$ cat src/rtl/capture_readout_1260.sv
// capture_readout_1260: reads capture-memory entries one at a time and streams each
// entry out as OUT_W-bit words, last word zero-extended, with entry/last markers.
module capture_readout_1260 #(
    parameter int DATA_W = 1260,
    parameter int ADDR_W = 9,
    parameter int OUT_W  = 32
) (
    input  logic              clk,
    input  logic              rst,
    input  logic              start,
    input  logic [ADDR_W-1:0] first_addr,
    input  logic [ADDR_W:0]   count,
    output logic              busy,
    output logic              done,
    output logic              mem_en,
    output logic [ADDR_W-1:0] mem_addr,
    input  logic [DATA_W-1:0] mem_dout,
    output logic [OUT_W-1:0]  m_data,
    output logic              m_valid,
    input  logic              m_ready,
    output logic              m_eoe,
    output logic              m_last
);
    localparam int WPE = (DATA_W + OUT_W - 1) / OUT_W;
    localparam int BW  = WPE * OUT_W;
    localparam int IW  = WPE > 1 ? $clog2(WPE) : 1;

    typedef enum logic [2:0] {IDLE, RD, CAP, SEND, FIN} state_t;

    state_t            state, nxt;
    logic [ADDR_W:0]   rem;
    logic [IW-1:0]     widx;
    logic [BW-1:0]     sbuf, ext;
    logic              zpend;
    logic              hs, last_word, eoe_hs, more, rem_one;
    logic              mem_en_d, busy_d, done_d, m_valid_d;

    assign ext       = BW'(mem_dout);
    assign hs        = state == SEND && m_valid && m_ready;
    assign last_word = widx == IW'(WPE - 1);
    assign eoe_hs    = hs && last_word;
    assign rem_one   = rem == {{ADDR_W{1'b0}}, 1'b1};
    assign more      = rem > {{ADDR_W{1'b0}}, 1'b1};

    always_ff @(posedge clk) begin
        if (rst)
            state <= IDLE;
        else
            state <= nxt;
    end

    // A zero-length request spends one extra FIN cycle so done lands two cycles after start.
    always_comb begin
        nxt = state;
        case (state)
            IDLE:    nxt = start ? (count != '0 ? RD : FIN) : IDLE;
            RD:      nxt = CAP;
            CAP:     nxt = SEND;
            SEND:    nxt = eoe_hs ? (more ? RD : FIN) : SEND;
            FIN:     nxt = zpend ? FIN : IDLE;
            default: nxt = IDLE;
        endcase
    end

    always_comb begin
        mem_en_d  = nxt == RD;
        busy_d    = nxt != IDLE;
        done_d    = nxt == FIN && state != IDLE;
        m_valid_d = nxt == SEND;
    end

    always_ff @(posedge clk) begin
        if (rst) begin
            busy     <= 1'b0;
            done     <= 1'b0;
            mem_en   <= 1'b0;
            mem_addr <= '0;
            m_valid  <= 1'b0;
            m_data   <= '0;
            m_eoe    <= 1'b0;
            m_last   <= 1'b0;
            widx     <= '0;
            rem      <= '0;
            sbuf     <= '0;
            zpend    <= 1'b0;
        end else begin
            busy    <= busy_d;
            done    <= done_d;
            mem_en  <= mem_en_d;
            m_valid <= m_valid_d;
            zpend   <= state == IDLE && start && count == '0;
            if (state == IDLE && start) begin
                mem_addr <= first_addr;
                rem      <= count;
            end
            if (state == CAP) begin
                m_data <= ext[OUT_W-1:0];
                sbuf   <= ext >> OUT_W;
                widx   <= '0;
                m_eoe  <= WPE == 1;
                m_last <= WPE == 1 && rem_one;
            end
            if (hs && !last_word) begin
                m_data <= sbuf[OUT_W-1:0];
                sbuf   <= sbuf >> OUT_W;
                widx   <= widx + 1'b1;
                m_eoe  <= (widx + 1'b1) == IW'(WPE - 1);
                m_last <= (widx + 1'b1) == IW'(WPE - 1) && rem_one;
            end
            if (eoe_hs) begin
                mem_addr <= mem_addr + 1'b1;
                rem      <= rem - 1'b1;
                m_eoe    <= 1'b0;
                m_last   <= 1'b0;
            end
        end
    end
endmodule

$ cat config.mk
export PLATFORM = sky130hd
export DESIGN_NAME = capture_readout_1260
export DESIGN_NICKNAME = d
export VERILOG_FILES = /design/src/rtl/capture_readout_1260.sv
export SDC_FILE = /design/constraint.sdc
export NUM_CORES = 2
export LEC_CHECK = 0
export ABC_AREA = 1
export CORE_AREA = 5 5 517 519
export DETAILED_ROUTE_END_ITERATION = 16
export DIE_AREA = 0 0 522 524
export PLACE_DENSITY = 0.48
export RECOVER_POWER = 25
export SYNTH_ARGS = -nofsm -noshare
export SYNTH_HDL_FRONTEND = slang
export SYNTH_SLANG_ARGS = --single-unit
$ cat constraint.sdc
create_clock -name clk -period 2 [get_ports clk]
set_input_delay 0.4 -clock clk [delete_from_list [all_inputs] [get_ports clk]]
set_output_delay 0.4 -clock clk [all_outputs]
set_load 0.02 [all_outputs]
==> results_dict.tcl <==
set metrics [dict create \
    totalWireLength_um 298000 \
    hpwl_um 227000 \
    path_delay_family "buffers and inverters" \
    area_delta_synth_final_pct 51.3 \
    layout_common_cells "nand2_1, dfxtp_1, clkdlybuf4s50_1" \
    synth_xor_xnor_area_share_pct 0.0846 \
    endpoint_kind "flip-flop" \
    dieArea_um2 274000 \
    synthSimpleGateAreaFrac_pct 28.6 \
    synth_adder_area_share_pct 0.121 \
    crit_type "reg2reg" \
    synth_seq_area_share_pct 50.1 \
    final_common_cell "nand2_1" \
    synth_warnings 0 \
    place_congestion 0.918 \
    via_per_inst 4.62 \
    irDropWorstVdd_mv 0.763 \
    muxShareOfSynthArea_pct 0 \
    syn-num-nets 8433 \
    finalCritPeriodShare_pct 98.3 \
    synth_ff_type "dfxtp_1" \
    die_x_um 522 \
    synth_compound_area_share_pct 15.6 \
    drc 0 \
    top_level_ports 1330 \
    hold_class "in2reg" \
    clkSinkCount 1295 \
    layout_min_cycle_time_ns 1.97 \
    cts_tree "built" \
    power_density_nw_per_um2 874 \
    antenna_found_initial 140 \
    clock_skew_ns 0.0664 \
    first_pass_iters 9 \
    synth_top_family_by_area "simple AND/OR/NAND/NOR gates" \
    fmax_mhz 508 \
    synth_cells 7145 \
    path_max_fanout 11 \
    grt_overflow 0 \
    worst_slew_pin_slew_ns 0.779 \
    drv_cap 0 \
    p_leak_nw 25.8 \
    fillers 28242 \
    slew_violations 0 \
    initial_core_util_pct 19.8 \
    arrival_ns 2.70 \
    wl_per_cell_um 24.4 \
    avgSynthCellArea_um2 7.25 \
    clock_path_buffers 3 \
    outcome "complete, no violations" \
    slowest_stage "dfxtp_2" \
    cp_cell_sequence "ha_4 -> nand2_4 -> inv_4 -> nand3_2 -> nand2_2 -> nand2_4 -> clkinv_8 -> buf_12 -> buf_16 -> buf_12 -> buf_6 -> nand2_1 -> a31oi_1" \
    clk_pin_slew_ns 0.06 \
    finalWorstSetupSlack_ns 0.0334 \
    slew_headroom_pct 48.0 \
    clockRootBuffer "clkbuf_16" \
    core_area_um2 262000 \
    htreeDepth 4 \
    async_flop_share_pct 0 \
    synth_cell_types 26 \
    max_stage_delay_ns 0.36 \
    drt_iter0_markers 5287 \
    io_buffer_count 1329 \
    antenna_left 0 \
    synth_edf_count 0 \
    grt_util_all_layers_pct 20.5 \
    drive_gt1_share_pct 8.34 \
    fin_nets 9770 \
    clkLatencyLatePin_ns 0.83 \
    critical_path_required_ns 2.73 \
    cts_buffers 157 \
    critPathLaunchType "flip-flop" \
    finalHoldViolCount 0 \
    finalPower_mw 68.5 \
    grt_max_degree 111 \
    pre_cts_ws_ns -0.553 \
    syn_area_um2 51800 \
    cp_num_buf_inv 6 \
    vias 56364 \
    die_h_um 524 \
    reg2reg_slack_ns 0.03 \
    grt_pass1_wl_um 406000 \
    grt_pass1_vias 54614 \
    num_rows 188 \
    setup_viol_count_final 0 \
    ys_ff_latch 1295 \
]
[repair_timing]
| action | 4_1_cts | 5_1_grt |
|---|---|---|
| hold buffers | 1 | 0 |
| gates cloned | 29 | 15 |
| resized for setup | 162 | 52 |
| pin swaps | 4 | 29 |
| setup buffers | 28 | 16 |
| hold endpoints to repair | 6 | 0 |
| setup endpoints to repair | 568 | 680 |
[flip-flops by register name (all words and copies together) (netlist names)]
name,flops
busy,1
done,1
m_data,32
m_eoe,1
m_last,1
m_valid,1
mem_addr,9
mem_en,1
rem,10
sbuf,1228
state,3
widx,6
zpend,1
[power breakdown]
group,switching (mW),internal [mW]
Sequential,1.32,27.4
Combinational,4.74,4.69
Clock,12.9,17.5
Total,18.9,49.5
[metal layers]
metal  wire length (um)  part of all wire (%)  track usage (%)
met5                100                 0.034                0
met4              12400                   4.2             9.10
met1             125000                    42             25.9
met3              19500                   6.6             3.87
met2             141000                    47             33.9
[cells in the mapped netlist, types with 2 or more instances]
| master | n | share of area [%] |
|---|---|---|
| nand2_1 | 3853 | 28 |
| buf_6 | 25 | 0.54 |
| xor2_1 | 4 | 0.068 |
| inv_2 | 4 | 0.029 |
| buf_4 | 30 | 0.44 |
| clkinv_1 | 2 | 0.015 |
| nor3_1 | 3 | 0.029 |
| inv_1 | 38 | 0.28 |
| a21oi_1 | 54 | 0.52 |
| clkbuf_1 | 265 | 1.9 |
| nand4_1 | 4 | 0.048 |
| or2_2 | 4 | 0.048 |
| dfxtp_1 | 1295 | 50 |
| buf_2 | 212 | 2.0 |
| nand3_1 | 24 | 0.23 |
| buf_1 | 28 | 0.20 |
| a31oi_1 | 1235 | 15 |
| ha_1 | 5 | 0.12 |
| o21ai_0 | 16 | 0.15 |
| nor2_1 | 36 | 0.26 |
| nand2_2 | 3 | 0.036 |
[worst register-to-register path: cells and delay by family, from the launching register on]
family	cells	cell delay (ns)
buffers and inverters	6	0.87
and+or+nand+nor	5	0.38
DFF	1	0.36
adders and majority gates	1	0.17
AOI/OAI and AO/OA	1	0.16
[logic make-up (layout without fill, tap and decap cells)]
| kind of cell | Yosys count | count (layout) |
|---|---|---|
| adders and majority gates | 5 | 5 |
| xor gates and xnor gates | 5 | 5 |
| buffers and inverters | 604 | 2063 |
| DFF | 1295 | 1295 |
| AOI/OAI and AO/OA | 1306 | 1306 |
| and+or+nand+nor | 3930 | 3930 |
| other | 0 | 84 |
[through the flow]
stage | util [%] | cells | instance area (um2) | setup TNS (ns) | hold slack, ns
floorplan | - | 7145 | 51800 | 0 | 0.439
global placement | 27.0 | 11757 | 70600 | -542.09 | 0.454
detailed placement | 27.0 | 11757 | 70600 | -493.20 | 0.459
CTS | 29.7 | 12096 | 77600 | -0.166 | 0.0533
global route | 29.9 | 12177 | 78300 | -0.0142 | 0.0962
finish | 30.0 | 12203 | 78400 | 0 | 0.142
[worst paths after layout]
| path | startpoint | to | depth (start not counted) |
|---|---|---|---|
| worst min-delay path | mem_dout[1163] | sbuf[1131]$_SDFFE_PP0P_ | 3 |
| worst max register to register | widx[1]$_SDFFE_PP0P_ | sbuf[278]$_SDFFE_PP0P_ | 13 |
| worst max-delay path | widx[1]$_SDFFE_PP0P_ | sbuf[278]$_SDFFE_PP0P_ | 13 |
| worst min register to register | sbuf[606]$_SDFFE_PP0P_ | sbuf[574]$_SDFFE_PP0P_ | 2 |
[area by class of cell]
type	instances	area, um2	share of cell area, %
Clock inverter	57	957	1.22
Antenna cell	84	210	0.268
Sequential cell	1295	25900	33.1
Tap cell	3515	4400	5.61
Inverter	44	193	0.246
Timing Repair Buffer	1737	19000	24.3
Multi-Input combinational cell	5246	23100	29.5
Clock buffer	224	4540	5.80
Timing Repair inverter	1	8.76	0.0112
(Power assumes the default switching activity.)
